===== config.mk =====
export PLATFORM = sky130hd
export DESIGN_NAME = mul_err_monitor_flat
export DESIGN_NICKNAME = d
export VERILOG_FILES = /design/src/rtl/mul_err_monitor_pkg.sv /design/src/rtl/mul_err_monitor_if.sv /design/src/rtl/mul_err_sq_acc.sv /design/src/rtl/mul_err_monitor.sv /design/src/flat_wrapper.sv
export SDC_FILE = /design/constraint.sdc
export NUM_CORES = 1
export LEC_CHECK = 0
export ABC_AREA = 1
export CORE_MARGIN = 3
export CORE_UTILIZATION = 50
export DETAILED_ROUTE_END_ITERATION = 10
export DONT_BUFFER_PORTS = 1
export PLACE_DENSITY = 0.63
export SLEW_MARGIN = 30
export SYNTH_ARGS = -nofsm -noshare
export SYNTH_HDL_FRONTEND = slang
export SYNTH_SLANG_ARGS = --single-unit

===== constraint.sdc =====
create_clock -name clk -period 8.9 [get_ports clk]
set_input_delay 0.445 -clock clk [delete_from_list [all_inputs] [get_ports clk]]
set_output_delay 0.445 -clock clk [all_outputs]
set_load 0.005 [all_outputs]

===== src/rtl/mul_err_monitor_pkg.sv =====
// Shared types and widths for the approximate-multiplier error monitor.
package mul_err_monitor_pkg;
  localparam int ERR_W = 17;
  localparam int ABS_W = 16;
  localparam int SQ_W  = 32;

  typedef enum logic [1:0] {IDLE, RUN, DRAIN, REPORT} state_t;
endpackage


===== src/rtl/mul_err_monitor_if.sv =====
// Operand, multiplier and result signals of the error monitor; slave is the monitor side.
interface mul_err_monitor_if #(
  parameter int WIN_LOG2 = 8,
  parameter int SUM_W    = 32 + WIN_LOG2
);
  logic                start;
  logic                in_valid;
  logic                in_ready;
  logic [7:0]          in_a;
  logic [7:0]          in_b;
  logic [7:0]          mul_a;
  logic [7:0]          mul_b;
  logic [15:0]         mul_p;
  logic                out_valid;
  logic                out_ready;
  logic [SUM_W-1:0]    sq_sum;
  logic [15:0]         max_err;
  logic [WIN_LOG2:0]   n_err;

  modport slave (
    input  start, in_valid, in_a, in_b, mul_p, out_ready,
    output in_ready, mul_a, mul_b, out_valid, sq_sum, max_err, n_err
  );

  modport master (
    output start, in_valid, in_a, in_b, mul_p, out_ready,
    input  in_ready, mul_a, mul_b, out_valid, sq_sum, max_err, n_err
  );
endinterface


===== src/rtl/mul_err_sq_acc.sv =====
// Square-and-accumulate stage: registers |err| and err^2, then folds them into the
// window sum, running maximum and nonzero-error count one cycle later.
module mul_err_sq_acc
  import mul_err_monitor_pkg::*;
#(
  parameter int WIN_LOG2 = 8,
  parameter int SUM_W    = 32 + WIN_LOG2
) (
  input  logic                    clk,
  input  logic                    rst,
  input  logic                    clr,
  input  logic                    err_vld,
  input  logic signed [ERR_W-1:0] err,
  output logic                    vld,
  output logic [SUM_W-1:0]        sq_sum,
  output logic [ABS_W-1:0]        max_err,
  output logic [WIN_LOG2:0]       n_err
);
  localparam int NE_W = WIN_LOG2 + 1;

  logic [ABS_W-1:0] mag;
  logic [ABS_W-1:0] mag_q;
  logic [SQ_W-1:0]  sq_q;

  // err spans -65535..65025, so its magnitude always fits in 16 bits.
  assign mag = err[ERR_W-1] ? ABS_W'(-err) : err[ABS_W-1:0];

  always_ff @(posedge clk) begin
    if (rst) begin
      vld     <= 1'b0;
      mag_q   <= '0;
      sq_q    <= '0;
      sq_sum  <= '0;
      max_err <= '0;
      n_err   <= '0;
    end else begin
      vld <= err_vld;
      if (err_vld) begin
        mag_q <= mag;
        sq_q  <= SQ_W'(mag) * SQ_W'(mag);
      end
      if (clr) begin
        sq_sum  <= '0;
        max_err <= '0;
        n_err   <= '0;
      end else if (vld) begin
        sq_sum <= sq_sum + SUM_W'(sq_q);
        if (mag_q > max_err) max_err <= mag_q;
        if (mag_q != '0) n_err <= n_err + NE_W'(1);
      end
    end
  end
endmodule


===== src/rtl/mul_err_monitor.sv =====
// Measures an external 8x8 approximate multiplier against the exact product over a
// window of 2^WIN_LOG2 samples; results are held in REPORT until the consumer takes them.
module mul_err_monitor
  import mul_err_monitor_pkg::*;
#(
  parameter int WIN_LOG2 = 8,
  parameter int SUM_W    = 32 + WIN_LOG2
) (
  input  logic               clk,
  input  logic               rst,
  mul_err_monitor_if.slave   bus
);
  localparam int CNT_W = WIN_LOG2 + 1;
  localparam logic [CNT_W-1:0] LAST = CNT_W'((1 << WIN_LOG2) - 1);

  state_t                  state;
  logic [CNT_W-1:0]        cnt;
  logic                    rdy;
  logic                    ovld;
  logic                    xfer;
  logic                    clr;
  logic                    v1;
  logic                    v2;
  logic                    v3;
  logic [7:0]              a_q;
  logic [7:0]              b_q;
  logic [15:0]             exact_q;
  logic [15:0]             p_q;
  logic signed [ERR_W-1:0] err;
  logic [SUM_W-1:0]        sq_sum;
  logic [ABS_W-1:0]        max_err;
  logic [WIN_LOG2:0]       n_err;

  assign xfer = bus.in_valid & rdy;
  assign clr  = (state == IDLE) & bus.start;

  always_ff @(posedge clk) begin
    if (rst) begin
      state <= IDLE;
      cnt   <= '0;
      rdy   <= 1'b0;
      ovld  <= 1'b0;
    end else begin
      case (state)
        IDLE: if (bus.start) begin
          state <= RUN;
          cnt   <= '0;
          rdy   <= 1'b1;
        end
        RUN: if (xfer) begin
          cnt <= cnt + CNT_W'(1);
          if (cnt == LAST) begin
            rdy   <= 1'b0;
            state <= DRAIN;
          end
        end
        DRAIN: if (!(v1 | v2 | v3)) begin
          state <= REPORT;
          ovld  <= 1'b1;
        end
        REPORT: if (bus.out_ready) begin
          state <= IDLE;
          ovld  <= 1'b0;
        end
        default: state <= IDLE;
      endcase
    end
  end

  // mul_p is valid while v1 is set, because it is a combinational function of a_q/b_q.
  always_ff @(posedge clk) begin
    if (rst) begin
      v1      <= 1'b0;
      v2      <= 1'b0;
      a_q     <= '0;
      b_q     <= '0;
      exact_q <= '0;
      p_q     <= '0;
    end else begin
      v1 <= xfer;
      v2 <= v1;
      if (xfer) begin
        a_q <= bus.in_a;
        b_q <= bus.in_b;
      end
      if (v1) begin
        exact_q <= {8'd0, a_q} * {8'd0, b_q};
        p_q     <= bus.mul_p;
      end
    end
  end

  assign err = $signed({1'b0, exact_q}) - $signed({1'b0, p_q});

  mul_err_sq_acc #(.WIN_LOG2(WIN_LOG2), .SUM_W(SUM_W)) u_acc (
    .clk     (clk),
    .rst     (rst),
    .clr     (clr),
    .err_vld (v2),
    .err     (err),
    .vld     (v3),
    .sq_sum  (sq_sum),
    .max_err (max_err),
    .n_err   (n_err)
  );

  assign bus.in_ready  = rdy;
  assign bus.out_valid = ovld;
  assign bus.mul_a     = a_q;
  assign bus.mul_b     = b_q;
  assign bus.sq_sum    = sq_sum;
  assign bus.max_err   = max_err;
  assign bus.n_err     = n_err;
endmodule


===== src/flat_wrapper.sv =====
// flat-port wrapper written by rule: the top's interface ports become plain ports
module mul_err_monitor_flat import mul_err_monitor_pkg::*;
#(
  parameter int WIN_LOG2 = 8,
  parameter int SUM_W    = 32 + WIN_LOG2
)
  (clk, rst, bus_start, bus_in_valid, bus_in_a, bus_in_b, bus_mul_p, bus_out_ready, bus_in_ready, bus_mul_a, bus_mul_b, bus_out_valid, bus_sq_sum, bus_max_err, bus_n_err);
  mul_err_monitor_if #(.WIN_LOG2(WIN_LOG2), .SUM_W(SUM_W)) bus_i ();
  input  logic clk;
  input  logic rst;
  input wire logic [$bits(bus_i.start)-1:0] bus_start;
  input wire logic [$bits(bus_i.in_valid)-1:0] bus_in_valid;
  input wire logic [$bits(bus_i.in_a)-1:0] bus_in_a;
  input wire logic [$bits(bus_i.in_b)-1:0] bus_in_b;
  input wire logic [$bits(bus_i.mul_p)-1:0] bus_mul_p;
  input wire logic [$bits(bus_i.out_ready)-1:0] bus_out_ready;
  output wire logic [$bits(bus_i.in_ready)-1:0] bus_in_ready;
  output wire logic [$bits(bus_i.mul_a)-1:0] bus_mul_a;
  output wire logic [$bits(bus_i.mul_b)-1:0] bus_mul_b;
  output wire logic [$bits(bus_i.out_valid)-1:0] bus_out_valid;
  output wire logic [$bits(bus_i.sq_sum)-1:0] bus_sq_sum;
  output wire logic [$bits(bus_i.max_err)-1:0] bus_max_err;
  output wire logic [$bits(bus_i.n_err)-1:0] bus_n_err;
  assign bus_i.start = bus_start;
  assign bus_i.in_valid = bus_in_valid;
  assign bus_i.in_a = bus_in_a;
  assign bus_i.in_b = bus_in_b;
  assign bus_i.mul_p = bus_mul_p;
  assign bus_i.out_ready = bus_out_ready;
  assign bus_in_ready = bus_i.in_ready;
  assign bus_mul_a = bus_i.mul_a;
  assign bus_mul_b = bus_i.mul_b;
  assign bus_out_valid = bus_i.out_valid;
  assign bus_sq_sum = bus_i.sq_sum;
  assign bus_max_err = bus_i.max_err;
  assign bus_n_err = bus_i.n_err;
  mul_err_monitor #(.WIN_LOG2(WIN_LOG2), .SUM_W(SUM_W)) u_core (.clk(clk), .rst(rst), .bus(bus_i));
endmodule

### Word-level counts from Yosys, hierarchy flattened

Index checks and enable logic that the tools add are counted.

* logic and storage cells: 65
* bits of input ports: 37
* register bits: 177
* output and inout bits: 83

* bitwise gates (word level): 4
* reduce and logical (&&, ||, !) cells: 11
* magnitude comparators: 1
* equality and inequality tests: 9
* multipliers: 2
* multiplexer cells: 17
* add/sub/neg operators: 5

Operators by type and width (number)
* adder 40 x 32 -> 40 bit: 1
* multiplier 16 x 16 -> 32 bit: 1
* adder 9 x 1 -> 9 bit, second input constant: 2
* two-way mux 9 bit: 2
* one-hot mux 9 bit (2 select lines): 1
* subtractor 16 x 16 -> 17 bit: 1
* greater-than comparator 16 bit: 1
* multiplier 8 x 8 -> 16 bit: 1
* two-way mux 16 bit: 1
* negation 16 bit: 1
* nonzero test 16 bit: 1
* two-way mux 2 bit: 5
* == test 9 x 8 -> 1 bit, second input constant: 1
* one-hot mux 2 bit (4 select lines): 1
* inequality test 2 bit, second input constant: 3
* AND reduction 3 bit: 2
* two-way mux 1 bit: 5
* AND reduction 5 bit: 1
* == test 2 bit, second input constant: 2
* inequality test 2 x 1 -> 1 bit, second input constant: 2
* one-hot mux 1 bit (2 select lines): 2
* AND reduction 2 bit: 2
* AND reduction 4 bit: 1
* nonzero test 2 bit: 2
* 5 further kinds: 7

### Depth between registers and ports, before layout

Gate-level depths: netlist of the first run.

* depth in word-level cells: 4
* depth in mapped cells: 46
* gate-level depth less buffers: 46

### Cells and area by module

A second synthesis of the first run with hierarchy kept.

* cell total of the unflattened synthesis: 3079
* area total of the unflattened synthesis: 20962.6 µm²

Modules (own cells, without submodules)
* mul_err_sq_acc: area an instance 15229.6 µm², seq. area each 2242.2 µm², instances 1, cells an instance 2228
* mul_err_monitor: area an instance 5733.0 µm², seq. area each 1261.2 µm², instances 1, cells an instance 851

### Worst setup path before layout of the first run

No wires, ideal clock.

* path type: register -> register
* start point: register u_core.exact_q[0]
* end point: register u_core.u_acc.sq_q[28]
* arrival: 7305 ps
* buffers on the path: 1
* stages on the path, launching flop included: 38
* required time: 8785 ps
* clock period less this slack: 7420 ps
* slack: 1480 ps
* setup time: 115 ps
* cell sequence: dfxtp_1 inv_1 ha_1 fa_1 ha_1 inv_1 a21oi_1 nand3_1 nor2_2 nand2_1 inv_2 nand3_2 nor3_2 nor2_1 or2_1 nand2_2 buf_6 nand2_1 [2 not listed] fa_1 fa_1 fa_1 fa_1 inv_1 fa_1 inv_1 ha_1 a21oi_1 inv_1 a31oi_1 o21ai_0 a21oi_1 o21ai_0 a21oi_1 xnor2_1 o21ai_0 inv_1

* longest elaborated chain between the ends: 4

Ends and longest elaborated chain
* start, declared: RTL line mul_err_monitor.sv:27 `logic [15:0] exact_q;`
* start signal, assigned: RTL line mul_err_monitor.sv:87 `exact_q <= {8'd0, a_q} * {8'd0, b_q};`
* subtractor 16 x 16 -> 17 bit *: RTL line mul_err_monitor.sv:93 `assign err = $signed({1'b0, exact_q}) - $signed({1'b0, p_q});`
* negation 16 bit: RTL line mul_err_sq_acc.sv:26 `assign mag = err[ERR_W-1] ? ABS_W'(-err) : err[ABS_W-1:0];`
* two-way mux 16 bit *: RTL line mul_err_sq_acc.sv:26
* net u_core.u_acc.mag[12]: RTL line mul_err_sq_acc.sv:21 `logic [ABS_W-1:0] mag;`
* multiplier 16 x 16 -> 32 bit *: RTL line mul_err_sq_acc.sv:40 `sq_q <= SQ_W'(mag) * SQ_W'(mag);`
* end signal, assigned: RTL line mul_err_sq_acc.sv:40
* end, declared: RTL line mul_err_sq_acc.sv:23 `logic [SQ_W-1:0] sq_q;`

The timed path passes the listed nets; every way through them passes the cells marked *.
A chain may end at the register's enable or synchronous reset.

### Worst setup path after layout of the first run

* start point: register u_core.exact_q[0]
* end point: register u_core.u_acc.sq_q[28]

* longest elaborated chain between the ends: 4

Ends and longest elaborated chain (RTL line)
* subtractor 16 x 16 -> 17 bit *: mul_err_monitor.sv:93
* negation 16 bit: mul_err_sq_acc.sv:26
* two-way mux 16 bit *: mul_err_sq_acc.sv:26
* multiplier 16 x 16 -> 32 bit *: mul_err_sq_acc.sv:40

Mark *: on every way between the ends. The rest lies on a longest branch, timed or not.

==> flow_metrics.env, run 1 <==
export IMPL_path_delay_family="adder cells"
export IMPL_synth_seq_area_share=0.177
export IMPL_tns_ns=0
export IMPL_finalHoldViolations=0
export IMPL_avgSynthCellArea_sq_um=7.21
export IMPL_r2r_cells=38
export IMPL_slew_viol_final=0
export IMPL_max_stage_delay_ns=0.58
export IMPL_initial_utilization=0.509
export IMPL_viasPerCell=5.23
export IMPL_path_buf_inv=9
export IMPL_grt_met1_usage=0.319
export IMPL_ys_ff_latch=175
export IMPL_path_class="flip-flop to flip-flop"
export IMPL_layout_common_cells="inv_1 (590), nand2_1 (429), nor2_1 (339)"
export IMPL_timing_rr_start="u_core.exact_q[0]$_SDFFE_PP0P_"
export IMPL_grt_pass1_wl_um=85500
export IMPL_gr_total_overflow=0
export IMPL_startpoint="u_core.exact_q[0]$_SDFFE_PP0P_"
export IMPL_worst_setup_path_end_kind="flip-flop"
export IMPL_io_pins=120
export IMPL_min_path_cells=1
export IMPL_period_needed_ns=8.25
export IMPL_crit_top_cell="inv_1"
export IMPL_clock_sinks=175
export IMPL_final_common_cell="inv_1"
export IMPL_place_congestion=0.939
export IMPL_r2r_end="u_core.u_acc.sq_q[28]$_SDFFE_PP0P_"
export IMPL_slowest_stage="fa_1"
export IMPL_cts_hold_buf=0
export IMPL_fmax_mhz=121
export IMPL_holdPathEnd="u_core.bus.out_valid$_SDFFE_PP0P_"
export IMPL_cp_arrival_ns=8.59
export IMPL_use_met2=0.452
export IMPL_ant_nets=0
export IMPL_cts_buffers=17
export IMPL_place_hpwl_um=41600
export IMPL_row_count=72
export IMPL_fp_dieW_um=205
export IMPL_wl_um=51300
export IMPL_clockRootBuffer="clkbuf_16"
export IMPL_synthesis_nets=3186
export IMPL_synthFlopType="dfxtp_1"
export IMPL_dieArea_sq_um=42000
export IMPL_h_tree_depth=4
export IMPL_busiest_layer="met2"
export IMPL_holdCritPathClass="input port to flip-flop"
export IMPL_status="complete, no violations"
export IMPL_rsz0062_at_grt="false"
export IMPL_finalCritPeriodShare=0.927
export IMPL_dieHeight_um=205
export IMPL_gr_usage_met3=0.0338
export IMPL_antenna_found_initial=0
export IMPL_synth_area_sq_um=19800
export IMPL_instances_no_fill=3240
export IMPL_grt_pass1_vias=17000
export IMPL_drt_iter0_markers=904
export IMPL_portBuffers=0
export IMPL_cp_required_ns=9.24
export IMPL_nets=3153
export IMPL_drive_gt1_frac=0.0500
export IMPL_slew_headroom=0.486
export IMPL_num_antenna_cells=0
export IMPL_route_detailed_drc=0
export IMPL_synth_edf_count=0
export IMPL_synth_cells=2742
export IMPL_grt_usage=0.252
export IMPL_worst_pin_slew_ns=0.764
export IMPL_area_growth_pct=5.59
export IMPL_ys_warnings_count=0
export IMPL_first_pass_iters=5
export IMPL_post_synth_num_cell_types=54
export IMPL_ctsResizeCount=0
export IMPL_startpoint_type="flip-flop"
export IMPL_cts_tree="built"
export IMPL_async_flop_share=0
export IMPL_setup_violations=0
export IMPL_fin_skew_ns=0.0146
export IMPL_place_inst=3200
export IMPL_cts_buffer_depth=2
export IMPL_vias=16900
export IMPL_grt_max_degree=75
export IMPL_clk_latency_ns=0.46
export IMPL_cts_post_setup_buffers_inserted=0
export IMPL_wire_per_inst_um=15.8
export IMPL_cap_viol_max_count=0
export IMPL_rrSetupSlack_ns=0.65
export IMPL_path_max_fanout=14
export IMPL_min_delay_start="rst"
export IMPL_clk_pin_slew_ns=0.08
export IMPL_core_sq_um=38800
[state kept, by name (all words and copies together), names as in the netlist, 2 cells and up]
name and flops:
u_core.state 2, u_core.u_acc.mag_q 16, u_core.bus.mul_a 8, u_core.u_acc.sq_q 30, u_core.p_q 16, u_core.u_acc.max_err 16
u_core.exact_q 16, u_core.u_acc.n_err 9, u_core.u_acc.sq_sum 40, u_core.cnt 9, u_core.bus.mul_b 8
[how the worst max path moves through the flow]
stage | cells after the start | end | slack [ns]
6_report | 38 | u_core.u_acc.sq_q[28]$_SDFFE_PP0P_ | 0.65
4_1_cts | 38 | u_core.u_acc.sq_q[28]$_SDFFE_PP0P_ | 0.62
2_1_floorplan | 37 | u_core.u_acc.sq_q[28]$_SDFFE_PP0P_ | 1.48
5_1_grt | 38 | u_core.u_acc.sq_q[28]$_SDFFE_PP0P_ | 0.04
3_5_place_dp | 38 | u_core.u_acc.sq_q[28]$_SDFFE_PP0P_ | 0.64
3_3_place_gp | 38 | u_core.u_acc.sq_q[28]$_SDFFE_PP0P_ | 0.75
[stage by stage]
step | setup slack, ns | area [sq um] | hold slack, ns | util
floorplan | 1.48 | 19800 | 0.435 | -
global placement | 0.749 | 20200 | 0.446 | 0.521
detailed placement | 0.642 | 20200 | 0.455 | 0.521
CTS | 0.618 | 20800 | 0.0348 | 0.536
global route | 0.0443 | 20900 | 0.0381 | 0.538
finish | 0.649 | 20900 | 0.0628 | 0.538
[cell type report]
cell class                      instances  area, sq um
Tap cell                              518          648
Multi-Input combinational cell       1873        13600
Fill cell                            3837        17900
Inverter                              618         2320
Clock buffer                           19          453
Clock inverter                         13          141
Timing Repair Buffer                   24          193
Sequential cell                       175         3510
[synthesized netlist by cell type (10+ instances only)]
| cell | count | area share |
|---|---|---|
| nand2_1 | 429 | 0.081 |
| nor3_1 | 22 | 0.0056 |
| nor2_1 | 339 | 0.064 |
| o21a_1 | 12 | 0.0046 |
| o21ai_1 | 10 | 0.0025 |
| nand3_1 | 100 | 0.025 |
| a31oi_1 | 13 | 0.0041 |
| xnor2_1 | 21 | 0.0093 |
| dfxtp_1 | 175 | 0.18 |
| a21oi_1 | 182 | 0.046 |
| ha_1 | 206 | 0.13 |
| xor2_1 | 39 | 0.017 |
| inv_2 | 24 | 0.0046 |
| fa_1 | 201 | 0.20 |
| nand4_1 | 16 | 0.0051 |
| nand2_2 | 19 | 0.0060 |
| clkbuf_1 | 56 | 0.011 |
| inv_1 | 590 | 0.11 |
| o21ai_0 | 157 | 0.040 |
| nor2_2 | 10 | 0.0032 |
| o211ai_1 | 20 | 0.0076 |
[layer usage]
metal,up-vias,part of all wire,routed length [um]
met5,-,0,0
met4,0,0.024,1240
met3,79,0.041,2100
met2,355,0.50,25700
met1,8064,0.43,22300
li1,8441,-,-
[cells by family after synthesis]
family	Yosys count	synth area share
simple gates	969	0.204
buf+inv	694	0.134
compound gates	435	0.122
fa+ha+maj	407	0.334
flops	175	0.177
xor+xnor	62	0.0288
[worst register-to-register path: cells and delay by family (launching register included)]
| family | cells | cell delay (ns) |
|---|---|---|
| adders and majority gates | 10 | 4.13 |
| AOI/OAI and AO/OA | 8 | 1.49 |
| and+or+nand+nor | 9 | 1.31 |
| buffers and inverters | 9 | 0.61 |
| DFF | 1 | 0.31 |
| xor gates and xnor gates | 2 | 0.26 |
Power of run 1 is not shown: default switching activity piles up to over one toggle a cycle in this logic, so the estimate is an artifact.
==> inputs of run 2 (changes only) <==
--- a/config.mk
+++ b/config.mk
@@ -5,7 +5,6 @@
 export SDC_FILE = /design/constraint.sdc
 export NUM_CORES = 1
 export LEC_CHECK = 0
-export ABC_AREA = 1
 export CORE_MARGIN = 3
 export CORE_UTILIZATION = 50
 export DETAILED_ROUTE_END_ITERATION = 10
==> run 2 against run 1 <==
Effect of this change: count of clock-buffer cells in the layout is 1 higher; synthesized area is 4.6% lower; via count is 13% lower; highest routed layer unchanged; largest cell class unchanged.
==> flow_metrics.env, run 2 <==
export IMPL_vias=14700
export IMPL_synthTopCellsByCount="inv_1 (349), nor2_1 (228), ha_1 (206)"
export IMPL_post_synth_num_cell_types=86
export IMPL_ys_top_cells_by_area="fa_1 (21%), dfxtp_1 (19%), ha_1 (14%)"
export IMPL_clock_sinks=175
export IMPL_finalInstanceArea_sq_um=20400
export IMPL_netlist_area_leader_share=0.213
export IMPL_wl_met2_um=23000
export IMPL_fin_util=0.554
export IMPL_synth_edf_count=0
export IMPL_holdCritPathClass="input port to flip-flop"
export IMPL_ys_ff_latch=175
export IMPL_fill_cells=3472
export IMPL_layout_common_cells="inv_1 (345), nor2_1 (224), ha_1 (199)"
export IMPL_cp_arrival_ns=8.93
export IMPL_antenna_found_initial=0
export IMPL_period_needed_ns=8.55
export IMPL_clockRootBuffer="clkbuf_16"
export IMPL_cap_viol_max_count=0
export IMPL_reg_top3="u_core.u_acc.sq_sum: 40 flops, u_core.u_acc.sq_q: 30 flops"
export IMPL_clk_pin_slew_ns=0.07
export IMPL_route_detailed_drc=0
export IMPL_place_area_sq_um=19500
export IMPL_startpoint_type="flip-flop"
export IMPL_h_tree_depth=4
export IMPL_first_pass_iters=5
export IMPL_finalHoldViolations=0
export IMPL_grt_pass1_wl_um=76600
export IMPL_path_class="flip-flop to flip-flop"
export IMPL_gr_total_overflow=0
export IMPL_highest_layer="met4"
export IMPL_tns_ns=0
export IMPL_grt_max_degree=114
export IMPL_synth_cells=2198
export IMPL_worst_pin_slew_ns=0.940
export IMPL_wl_um=46600
export IMPL_area_growth_pct=8.22
export IMPL_setup_violations=0
export IMPL_place_congestion=0.901
export IMPL_synth_most_common_cell="inv_1"
export IMPL_multi_input_area_sq_um=13900
export IMPL_dieArea_sq_um=40100
export IMPL_synth_area_sq_um=18900
export IMPL_place_hpwl_um=37100
export IMPL_core_sq_um=36900
export IMPL_path_max_fanout=12
export IMPL_rsz0062_at_grt="true"
export IMPL_largest_reg_flops=40
export IMPL_synth_area_leader_cell="fa_1"
export IMPL_ys_warnings_count=0
export IMPL_portBuffers=0
export IMPL_cp_required_ns=9.28
export IMPL_worst_setup_path_end_kind="flip-flop"
export IMPL_avgSynthCellArea_sq_um=8.58
export IMPL_dieHeight_um=200
export IMPL_grt_usage=0.234
export IMPL_cts_buffers=17
export IMPL_wl_met3_um=2160
export IMPL_slowest_stage="fa_2"
export IMPL_wire_per_inst_um=17.2
export IMPL_status="complete, no violations"
export IMPL_num_antenna_cells=0
export IMPL_finalCritPeriodShare=0.960
export IMPL_final_common_cell="inv_1"
export IMPL_grt_pass1_vias=14800
export IMPL_synthFlopType="dfxtp_1"
export IMPL_slew_viol_final=0
export IMPL_setup_ws_ns=0.352
export IMPL_fmax_mhz=117
export IMPL_cts_tree="built"
export IMPL_synthesis_nets=2642
export IMPL_row_count=70
export IMPL_fin_skew_ns=0.0117
export IMPL_drt_met1_wl_um=20400
export IMPL_pre_cts_ws_ns=-0.0733
export IMPL_synth_seq_area_share=0.186
export IMPL_regMostFlops="u_core.u_acc.sq_sum"
export IMPL_drt_iter0_markers=807
export IMPL_async_flop_share=0
export IMPL_regArea_sq_um=3510
export IMPL_nets=2631
export IMPL_io_pins=120
export IMPL_slew_headroom=0.370
export IMPL_drive_gt1_frac=0.0859
export IMPL_ant_nets=0
export IMPL_max_stage_delay_ns=0.57
export IMPL_initial_utilization=0.512
export IMPL_clk_latency_ns=0.46
export IMPL_fp_dieW_um=200
export IMPL_viasPerCell=5.43
export IMPL_cts_buffer_depth=2
-- run 2: cell count changes after synthesis, moves of 41 or more --
cell	before	now
nand2_1	429	178
a21oi_1	182	109
mux2i_1	0	63
inv_1	590	349
nor2_1	339	228
and2_1	1	42
o21ai_0	157	55
-- run 2: final timing paths --
| check | cells past startpoint | startpoint | end | slack [ns] |
|---|---|---|---|---|
| setup / recovery | 35 | u_core.exact_q[0]$_SDFFE_PP0P_ | u_core.u_acc.sq_q[29]$_SDFFE_PP0P_ | 0.35 |
| hold / removal | 1 | rst | u_core.bus.in_ready$_SDFFE_PP0P_ | 0.08 |
| setup reg to reg | 35 | u_core.exact_q[0]$_SDFFE_PP0P_ | u_core.u_acc.sq_q[29]$_SDFFE_PP0P_ | 0.35 |
| hold reg to reg | 2 | u_core.exact_q[0]$_SDFFE_PP0P_ | u_core.exact_q[0]$_SDFFE_PP0P_ | 0.46 |
-- run 2: cell families (layout without fill, tap and decap cells) --
| kind of cell | after synthesis | in the layout | share of synthesized area |
|---|---|---|---|
| AO/OA/AOI/OAI | 365 | 366 | 0.131 |
| XOR/XNOR | 96 | 96 | 0.0483 |
| adder cells (fa/ha/maj) | 407 | 407 | 0.350 |
| buffers and inverters | 437 | 438 | 0.0893 |
| flip-flops | 175 | 175 | 0.186 |
| multiplexers | 65 | 65 | 0.0346 |
| AND/OR/NAND/NOR | 653 | 653 | 0.161 |
-- run 2: cell type report --
class,count,share of cell area
timing repair buffer,50,0.0203
clock inverter,12,0.00613
tap,504,0.0309
clock buffer,20,0.0229
sequential,175,0.172
inverter,356,0.0659
multi-input combinational,1587,0.682
-- run 2: timing repair --
action,in CTS,in global routing
buffers inserted,0,11
pin swaps,0,16
hold endpoints to repair,0,0
setup endpoints to repair,2,13
resized for setup,2,56
cloned,0,1
hold buffers,0,0
-- run 2: per-stage QoR --
step	hold WS [ns]	std cells
after floorplan	0.432	2198
after global placement	0.445	2660
after detailed placement	0.447	2660
after CTS	0.0377	2692
after global routing	0.0422	2704
final	0.0796	2704
-- run 2: critical path, delay by kind of cell (launching register included) --
kind	cells	cell delay, ns
AO/OA/AOI/OAI	12	2.48
XOR/XNOR	1	0.15
adder cells (fa/ha/maj)	9	4.09
buffers and inverters	8	0.78
flip-flops	1	0.33
AND/OR/NAND/NOR	5	0.64
-- run 2: layer usage --
metal  GRT usage  vias to the layer above
li1            -                     7199
met1       0.299                     7146
met2       0.404                      294
met3      0.0453                       52
met4      0.0655                        0
met5           0                        -
Power of run 2 is left out for the same reason.
==> inputs of run 3 (changes only) <==
--- a/config.mk
+++ b/config.mk
@@ -5,11 +5,13 @@
 export SDC_FILE = /design/constraint.sdc
 export NUM_CORES = 1
 export LEC_CHECK = 0
+export CELL_PAD_IN_SITES_DETAIL_PLACEMENT = 1
+export CELL_PAD_IN_SITES_GLOBAL_PLACEMENT = 2
 export CORE_MARGIN = 3
-export CORE_UTILIZATION = 50
+export CORE_UTILIZATION = 41
 export DETAILED_ROUTE_END_ITERATION = 10
 export DONT_BUFFER_PORTS = 1
-export PLACE_DENSITY = 0.63
+export PLACE_DENSITY = 0.8
 export SLEW_MARGIN = 30
 export SYNTH_ARGS = -nofsm -noshare
 export SYNTH_HDL_FRONTEND = slang
==> run 3 against run 2 <==
Effect of this change: worst hold slack lost 0.028 ns; clock skew about the same; critical path depth up 1; critical endpoint is now u_core.u_acc.sq_q[31]$_SDFFE_PP0P_; first-iteration DRC count down 24%; global-route usage is 0.88 points lower.
==> flow_metrics.env, run 3 (same netlist as run 2, synthesis figures left out) <==
export IMPL_r2r_cells=36
export IMPL_regMostFlops="u_core.u_acc.sq_sum"
export IMPL_cp_required_ns=9.28
export IMPL_grt_usage=0.225
export IMPL_num_antenna_cells=0
export IMPL_grt_met1_usage=0.273
export IMPL_path_class="flip-flop to flip-flop"
export IMPL_slew_headroom=0.394
export IMPL_route_detailed_drc=0
export IMPL_fp_dieW_um=221
export IMPL_gr_usage_met3=0.0423
export IMPL_clk_latency_ns=0.46
export IMPL_clockRootBuffer="clkbuf_16"
export IMPL_worst_setup_path_end_kind="flip-flop"
export IMPL_portBuffers=0
export IMPL_cp_arrival_ns=8.95
export IMPL_slew_viol_final=0
export IMPL_min_path_cells=1
export IMPL_place_congestion=0.873
export IMPL_io_pins=120
export IMPL_pre_cts_ws_ns=-0.212
export IMPL_h_tree_depth=4
export IMPL_largest_reg_flops=40
export IMPL_busiest_layer="met2"
export IMPL_cts_hold_buf=0
export IMPL_cts_buffer_depth=2
export IMPL_clk_pin_slew_ns=0.07
export IMPL_final_common_cell="inv_1"
export IMPL_holdCritPathClass="input port to flip-flop"
export IMPL_setup_violations=0
export IMPL_initial_utilization=0.421
export IMPL_place_inst=2756
export IMPL_drive_gt1_frac=0.0915
export IMPL_dieArea_sq_um=48600
export IMPL_period_needed_ns=8.57
export IMPL_viasPerCell=5.33
export IMPL_reg_top3="u_core.u_acc.sq_sum: 40 flops, u_core.u_acc.sq_q: 30 flops"
export IMPL_drt_iter0_markers=614
export IMPL_grt_pass1_vias=16300
export IMPL_cts_tree="built"
export IMPL_grt_max_degree=114
export IMPL_antenna_found_initial=0
export IMPL_max_stage_delay_ns=0.56
export IMPL_row_count=77
export IMPL_wl_um=53200
export IMPL_cap_viol_max_count=0
export IMPL_fmax_mhz=117
export IMPL_fin_skew_ns=0.0115
export IMPL_setup_ws_ns=0.332
export IMPL_path_max_fanout=11
export IMPL_dieHeight_um=221
export IMPL_startpoint_type="flip-flop"
export IMPL_grt_pass1_wl_um=86200
export IMPL_wire_per_inst_um=18.9
export IMPL_nets=2651
export IMPL_layout_common_cells="inv_1 (347), nor2_1 (225), fa_1 (199)"
export IMPL_use_met2=0.410
export IMPL_rsz0062_at_grt="true"
export IMPL_core_sq_um=44800
export IMPL_place_hpwl_um=42900
export IMPL_first_pass_iters=5
export IMPL_vias=15000
export IMPL_finalCritPeriodShare=0.963
export IMPL_cts_buffers=17
export IMPL_finalHoldViolations=0
export IMPL_instances_no_fill=2811
export IMPL_clock_sinks=175
export IMPL_status="complete, no violations"
export IMPL_area_growth_pct=9.87
export IMPL_slowest_stage="fa_1"
export IMPL_gr_total_overflow=0
export IMPL_worst_pin_slew_ns=0.903
export IMPL_ant_nets=0
run 3: changes by cell type in the layout (fill, tap and decap cells not counted), sizes merged:
cell and delta:
buf +20, clkinvlp +2, clkbuf +1, clkinv -4
run 3: through the flow:
stage	area (sq um)	setup TNS, ns	utilization	hold WS [ns]
after floorplan	18900	0	-	0.432
after global placement	19700	-0.00448	0.439	0.450
after detailed placement	19700	-0.278	0.439	0.470
after CTS	20300	0	0.453	0.00691
after global routing	20700	-0.0627	0.463	0.0142
final	20700	0	0.463	0.0517
run 3: area by class of cell:
class	instances	area, sq um
Clock buffer	21	470
Clock inverter	10	101
Fill cell	5347	24100
Inverter	356	1340
Multi-Input combinational cell	1587	14000
Sequential cell	175	3510
Tap cell	592	741
Timing Repair Buffer	70	599
run 3: timing repair:
action                                  CTS  global route
setup buffers                             7            16
endpoints found under the setup margin    3            10
pin swaps                                 2            23
endpoints found under the hold margin     0             0
resized for setup                         3            58
cloned                                    1             0
run 3: worst paths after layout:
check                                  from                            endpoint  slack (ns)
max          u_core.exact_q[0]$_SDFFE_PP0P_  u_core.u_acc.sq_q[31]$_SDFFE_PP0P_        0.33
min                                     rst                u_core.v1$_SDFF_PP0_        0.05
max reg2reg  u_core.exact_q[0]$_SDFFE_PP0P_  u_core.u_acc.sq_q[31]$_SDFFE_PP0P_        0.33
min reg2reg  u_core.exact_q[0]$_SDFFE_PP0P_      u_core.exact_q[0]$_SDFFE_PP0P_        0.48
run 3: worst max-delay path: cells and delay by family (launching register included):
family | cells | cell delay [ns]
compound gates | 9 | 1.65
fa+ha+maj | 9 | 3.87
mux | 1 | 0.36
xor+xnor | 2 | 0.22
buf+inv | 8 | 0.75
flops | 1 | 0.34
simple gates | 7 | 1.28
run 3: layer usage:
metal  up-vias  share of wire  wire length [um]
met1      7529           0.44             23200
met5         -              0                 0
met3        50          0.030              1580
met4         0          0.021              1120
li1       7219              -                 -
met2       177           0.51             27300
Power of run 3 is left out for the same reason.
